$ cat config.mk
export PLATFORM = sky130hd
export DESIGN_NAME = pipe_result_collector
export DESIGN_NICKNAME = d
export VERILOG_FILES = /design/src/rtl/pipe_result_collector.sv
export SDC_FILE = /design/constraint.sdc
export NUM_CORES = 1
export LEC_CHECK = 0
export BUFFER_PORTS_ARGS = -buffer_cell sky130_fd_sc_hd__buf_2
export CORE_MARGIN = 3
export CORE_UTILIZATION = 49
export CTS_CLUSTER_SIZE = 12
export DETAILED_ROUTE_END_ITERATION = 16
export GPL_TIMING_DRIVEN = 0
export PLACE_DENSITY = 0.84
export SETUP_SLACK_MARGIN = 0.05
export SYNTH_ARGS = -nofsm -noshare
export SYNTH_HDL_FRONTEND = slang
export SYNTH_SLANG_ARGS = --single-unit
$ cat constraint.sdc
create_clock -name clk -period 2.3 [get_ports clk]
set_clock_uncertainty 0.15 [all_clocks]
set_input_delay 0.23 -clock clk [delete_from_list [all_inputs] [get_ports clk]]
set_output_delay 0.23 -clock clk [all_outputs]
set_load 0.01 [all_outputs]
$ cat src/rtl/pipe_result_collector.sv
// ============================================================================
// Module   : pipe_result_collector
// Purpose  : Packs SUM_W-bit adder beats, LSB nibble first, into one word of
//            NIBBLES*SUM_W bits. The result is held in an output register with
//            a valid/ready handshake.
//            Optional macro: COLLECT_PARITY_EN adds the out_parity port.
// Revision : 1.0 - initial release
// ============================================================================
`default_nettype none

module pipe_result_collector #(
    parameter int SUM_W   = 4,
    parameter int NIBBLES = 4,
    parameter int CNT_W   = 3
) (
    input  logic                     clk,
    input  logic                     rst,
    input  logic                     in_valid,
    output logic                     in_ready,
    input  logic [SUM_W-1:0]         in_sum,
    input  logic                     in_carry,
    input  logic                     in_last,
    output logic                     out_valid,
    input  logic                     out_ready,
    output logic [NIBBLES*SUM_W-1:0] out_data,
    output logic                     out_carry,
    output logic [CNT_W-1:0]         out_count,
    output logic                     out_short
`ifdef COLLECT_PARITY_EN
    ,
    output logic                     out_parity
`endif
);

    localparam int         c_data_w   = NIBBLES * SUM_W;
    localparam logic [0:0] c_st_empty = 1'b0;
    localparam logic [0:0] c_st_full  = 1'b1;

    logic [0:0]          r_state;
    logic [CNT_W-1:0]    r_idx;
    logic [c_data_w-1:0] r_work;
    logic [c_data_w-1:0] r_out_data;
    logic                r_out_carry;
    logic [CNT_W-1:0]    r_out_count;
    logic                r_out_short;

    logic                w_accept;
    logic                w_last_slot;
    logic                w_complete;
    logic [c_data_w-1:0] w_merged;

    assign in_ready    = (r_state == c_st_empty) || out_ready;
    assign w_accept    = in_valid && in_ready;
    assign w_last_slot = (r_idx == CNT_W'(NIBBLES - 1));
    assign w_complete  = w_accept && (w_last_slot || in_last);

    // Nibbles below idx come from the working register, the current beat goes
    // at idx, and everything above is forced to zero.
    always_comb begin
        w_merged = '0;
        for (int k = 0; k < NIBBLES; k++) begin
            if (k < int'(r_idx)) begin
                w_merged[k*SUM_W +: SUM_W] = r_work[k*SUM_W +: SUM_W];
            end else if (k == int'(r_idx)) begin
                w_merged[k*SUM_W +: SUM_W] = in_sum;
            end
        end
    end

`ifdef COLLECT_PARITY_EN
    logic r_out_parity;
    assign out_parity = r_out_parity;
`endif

    always_ff @(posedge clk) begin
        if (rst) begin
            r_state     <= c_st_empty;
            r_idx       <= '0;
            r_work      <= '0;
            r_out_data  <= '0;
            r_out_carry <= 1'b0;
            r_out_count <= '0;
            r_out_short <= 1'b0;
`ifdef COLLECT_PARITY_EN
            r_out_parity <= 1'b0;
`endif
        end else begin
            if ((r_state == c_st_full) && out_ready) begin
                r_state <= c_st_empty;
            end
            if (w_complete) begin
                // A completing beat wins over the drain above: a new result
                // loads in the same cycle the old one leaves.
                r_state     <= c_st_full;
                r_out_data  <= w_merged;
                r_out_carry <= in_carry;
                r_out_count <= r_idx + 1'b1;
                r_out_short <= (r_idx < CNT_W'(NIBBLES - 1));
`ifdef COLLECT_PARITY_EN
                r_out_parity <= (^w_merged) ^ in_carry;
`endif
                r_idx       <= '0;
                r_work      <= '0;
            end else if (w_accept) begin
                r_work[r_idx*SUM_W +: SUM_W] <= in_sum;
                r_idx                        <= r_idx + 1'b1;
            end
        end
    end

    assign out_valid = (r_state == c_st_full);
    assign out_data  = r_out_data;
    assign out_carry = r_out_carry;
    assign out_count = r_out_count;
    assign out_short = r_out_short;

endmodule

`default_nettype wire

Yosys cells after proc, flatten, opt, wreduce, memory -nomap -nowiden
Cells that the tools add are included.
- output and inout bits: 23
- register bits after elaboration: 41
- input port bits: 10
- word-level logic and storage cells: 40
- reductions and logical operators: 8
- shifts and indexed selects: 2
- bitwise gates (word level): 1
- multiplexer cells: 11
- $add $sub $neg: 2
- equality and inequality tests: 4
- magnitude comparators: 5
- operator list (cell ; count):
    $neg A5 Y34 ; 1
    $shift A4 B34 Y16 const A ; 1
    $shiftx A4 B34 Y16 ; 1
    $mux W4 ; 8
    $bwmux W16 ; 1
    $eq A3 B3 Y1 const A ; 2
    $lt A1 B3 Y1 const A ; 2
    $lt A2 B3 Y1 const A ; 2
    $add A3 B1 Y3 const B ; 1
    $eq A2 B3 Y1 const A ; 1
    $eq A3 B2 Y1 const B ; 1
    $logic_and A1 B1 Y1 ; 3
    $logic_not A3 Y1 ; 1
    $lt A3 B2 Y1 const B ; 1
    $logic_or A1 B1 Y1 ; 2
    $mux W1 ; 2
    $reduce_bool A2 Y1 ; 1
    $reduce_or A2 Y1 ; 1
    $not A1 Y1 ; 1

Logic depth before layout (Yosys ltp)
- word-level depth: 5
- depth in mapped cells: 8
- depth with buffers taken out: 7

Least setup slack after synthesis
Ideal clock, no wire load.
- kind: flip-flop to flip-flop
- from: reg r_idx[0]
- to: reg r_work[0]
- path buffers: 1
- library setup time: 117 ps
- setup slack: 146 ps
- arrival: 1887 ps
- data required time: 2033 ps
- period minus slack after synthesis: 2154 ps
- cell stages (with the launch flop): 9
- path through: dfxtp_1 > buf_2 > inv_1 > ha_1 > ha_1 > nor4b_1 > nand4_1 > mux2i_1 > nor2_1
- longest elaborated chain between the ends: 4
- elaborated cells on any way between the ends: 8
- those cells by class: add/sub (1); eq/ne (1); shift (2); mux (1); reduce/logical (3)
- RTL lines (element ; line ; source):
    start, declared ; 40 ; logic [CNT_W-1:0] r_idx;
    start signal, assigned ; 106 ; r_idx <= r_idx + 1'b1;
    branches (longest 4 deep; another with $neg A5 Y34) ; - ;
    end signal, assigned by index ; 105 ; r_work[r_idx*SUM_W +: SUM_W] <= in_sum;
    end, declared ; 41 ; logic [c_data_w-1:0] r_work;
Several ways; the timed one is not identified.
A chain may end at the register's enable or synchronous reset.

Worst setup path in the final report
- from: reg r_idx[0]
- to: reg r_work[2]
Same word-level chain as after synthesis.

==> metrics.md <==
| Metric | Value |
|---|---|
| Placer Congestion | `0.833` |
| Kind of critical path | `reg2reg` |
| CP Max Fanout | `10` |
| WHS | `roughly 12 ps` |
| Top cells by area, synth | `dfxtp_1, nor2_1, a21oi_1, nand2_1, a311oi_1` |
| Vias in the first global route | `around 1600` |
| Synthesis warning total | `0` |
| Total track usage | `a little over a fifth` |
| Share of cells above drive strength 1 | `between 20 and 25%` |
| Yosys cell types | `30` |
| Hold Path Depth | `2` |
| Fin crit period | `between 2000 and 2500 ps` |
| Number of synthesized flops with an enable pin | `0` |
| Pwr/cell area | `~740 nW/µm²` |
| Clock Pin Slew Worst Setup and Hold Paths | `80 ps` |
| CP Data Required Time | `2330 ps` |
| Worst r2r dst | `r_work[2]$_SDFFE_PP0P_` |
| Routed Antenna Nets | `0` |
| Endpoints failing hold | `0` |
| Cell Area, Synth | `1830 µm²` |
| CTS tree | `done` |
| Commonest cells post-synth | `dfxtp_1, nor2_1, nand2_1, a21oi_1, nand3_1` |
| CP Data Arrival Time | `between 2000 and 2500 ps` |
| Leakage power | `0.891 nW` |
| WL/cell | `around 15 µm` |
| Hold crit path type | `in2reg` |
| Detailed placement HPWL | `about 3200 µm` |
| Die W | `67.1 µm` |
| Syn nets | `~230` |
| Mapped Cells | `~220` |
| # clock sinks | `between 40 and 50` |
| Routed vias | `between 1500 and 2000` |
| Nets | `about 270` |
| Fin crit share | `approximately nine tenths` |
| Post-synth top flop | `dfxtp_1` |
| Congestion Overflow GR | `0` |
| Largest net degree at the start of global routing | `13` |
| Die span in y | `roughly 67 µm` |
| Pre-CTS setup slack | `-130 ps` |
| Num CTS Buffers | `5` |
| Worst R2R Path Depth | `9` |
| Non-Filler Instances | `300` |
| Yosys top cell area share | `between 40% and 50%` |
| Hold Path End | `out_data[5]$_SDFFE_PP0P_` |
| CP Capture Type | `flip-flop` |
| Initial antenna violation count | `0` |
| RSZ-0062 raised after global routing | `false` |
| Asr flop ratio synth | `0%` |
| Core area | `approximately 3500 µm²` |
| Routed WL | `around 4600 µm` |
| Global-route wire length before repair | `between 7000 and 8000 µm` |
| Worst Setup Start Kind | `flip-flop` |
| Slew headroom | `a little over two thirds` |
| Number of diodes | `0` |
| Slew @ Worst Pin | `between 400 and 500 ps` |
| Seq/Total Area, Yosys | `between 40% and 50%` |
| Initial DRC count | `184` |
| I/O pin count | `33` |
| CTS max path bufs | `2` |
| Overall power | `around 1.6 mW` |
| Starting Density | `a little over half` |
| Most frequent cell after synthesis | `dfxtp_1` |
| Die ar. | `4510 µm²` |
| Placed insts | `slightly below 300` |
| Layout area overhead | `18.4%` |
| Maximum vdd drop | `0.000246 V` |
| Drt via density | `around 5.7` |
| Seq cells post-synth | `a little over 40` |
| CTS H-tree depth | `2` |
| PortBufs | `28` |
| Maximum clock frequency | `474 MHz` |
| Hold Path Origin | `rst` |
| Clk Latency, worst-skew pair | `slightly below 300 ps` |
| Rows | `21` |
| FF-to-FF setup slack | `around 190 ps` |
| CTS Root Cell | `clkbuf_8` |
| Area leader, netlist | `dfxtp_1` |
| MaxCap Viol Count | `0` |
| Final Util | `about 63%` |
| Pre-Repair DR Iteration Count | `4` |
| Status | `finished, final reports clean` |
| Syn_area_per_cell | `roughly 8.4 µm²` |
| Final Max Slew Viols | `0` |
| Final setup vio count | `0` |
| DRC | `0` |
| Worst reg2reg startpoint | `r_idx[0]$_SDFFE_PP0P_` |
| Min setup slack post-route | `between 150 and 200 ps` |
## power breakdown
group	internal (mW)	switching, mW	total, mW	leakage, nW
Combinational	0.103	0.161	0.264	0.498
Clock	0.354	0.236	0.590	0.0585
Sequential	0.742	0.0163	0.759	0.335
## cell families (layout without fill, tap and decap cells)
logic type	after synthesis	after routing	share of synthesized area, %
AO/OA/AOI/OAI	44	44	16.4
XOR/XNOR	1	1	0.478
adder cells (fa/ha/maj)	6	6	4.10
buffers and inverters	22	59	6.42
flip-flops	41	41	44.8
multiplexers	4	4	2.19
AND/OR/NAND/NOR	99	99	25.6
## cell usage in the layout (no fill, tap or decap), types with 8 or more instances in the layout
cell type	synthesis	layout
nand3_1	13	13
nand2_1	24	24
a21oi_1	18	18
a311oi_1	9	9
buf_2	10	37
dfxtp_1	41	40
nor2_1	30	30
nand4_1	8	8
nor3_1	12	12
## through the flow
step                setup TNS [ps]  cell area (µm²)
floorplan                        0             1830
global placement              -282             2030
detailed placement            -511             2030
CTS                              0             2160
global route                     0             2170
finish                           0             2170
## metal layers
layer / share of wire, % / vias up / track usage [%]
met5: 0 / - / 0
met3: 7.1 / 13 / 4.99
li1: - / 839 / -
met4: 2.9 / 0 / 10.6
met2: 47 / 98 / 34.4
met1: 43 / 772 / 27.1
## cell type report
| type | count | area (µm²) |
|---|---|---|
| flip-flops and latches | 41 | 822 |
| plain buffers | 19 | 113 |
| multi-input cells | 154 | 902 |
| clock inverters | 1 | 30.0 |
| well taps | 46 | 57.6 |
| inverters | 3 | 11.3 |
| fillers | 277 | 1300 |
| clock buffers | 7 | 86.3 |
| repair buffers | 29 | 148 |
## worst max-delay path: stages (launching register included)
cell and delay (ps):
dfxtp_2 360, buf_6 150, inv_1 100, ha_1 220, ha_2 310, nor4b_2 220
nand4_1 110, buf_4 180, mux2i_1 140, nor2_1 50
## worst max path at each step
stage                     slack (ps)                endpoint                   from
after CTS                         70  r_work[2]$_SDFFE_PP0P_  r_idx[0]$_SDFFE_PP0P_
after floorplan                  150  r_work[0]$_SDFFE_PP0P_  r_idx[0]$_SDFFE_PP0P_
after detailed placement        -130  r_work[2]$_SDFFE_PP0P_  r_idx[0]$_SDFFE_PP0P_
after global placement           -70  r_work[0]$_SDFFE_PP0P_  r_idx[0]$_SDFFE_PP0P_
after global routing              40  r_work[2]$_SDFFE_PP0P_  r_idx[0]$_SDFFE_PP0P_
final                            190  r_work[2]$_SDFFE_PP0P_  r_idx[0]$_SDFFE_PP0P_
## sequential cells by signal, summed over array words and instances (netlist names)
register / count
out_data: 16
r_work: 16
out_count: 3
r_idx: 3
out_carry: 1
out_short: 1
out_valid: 1
## timing repair
item / CTS / global route
setup buffers: 1 / 0
pin swaps: 1 / 0
hold buffers: 0 / 0
gates resized for setup: 1 / 4
setup endpoints to repair: 4 / 5
Note: power is estimated with default switching activity, not from simulation.
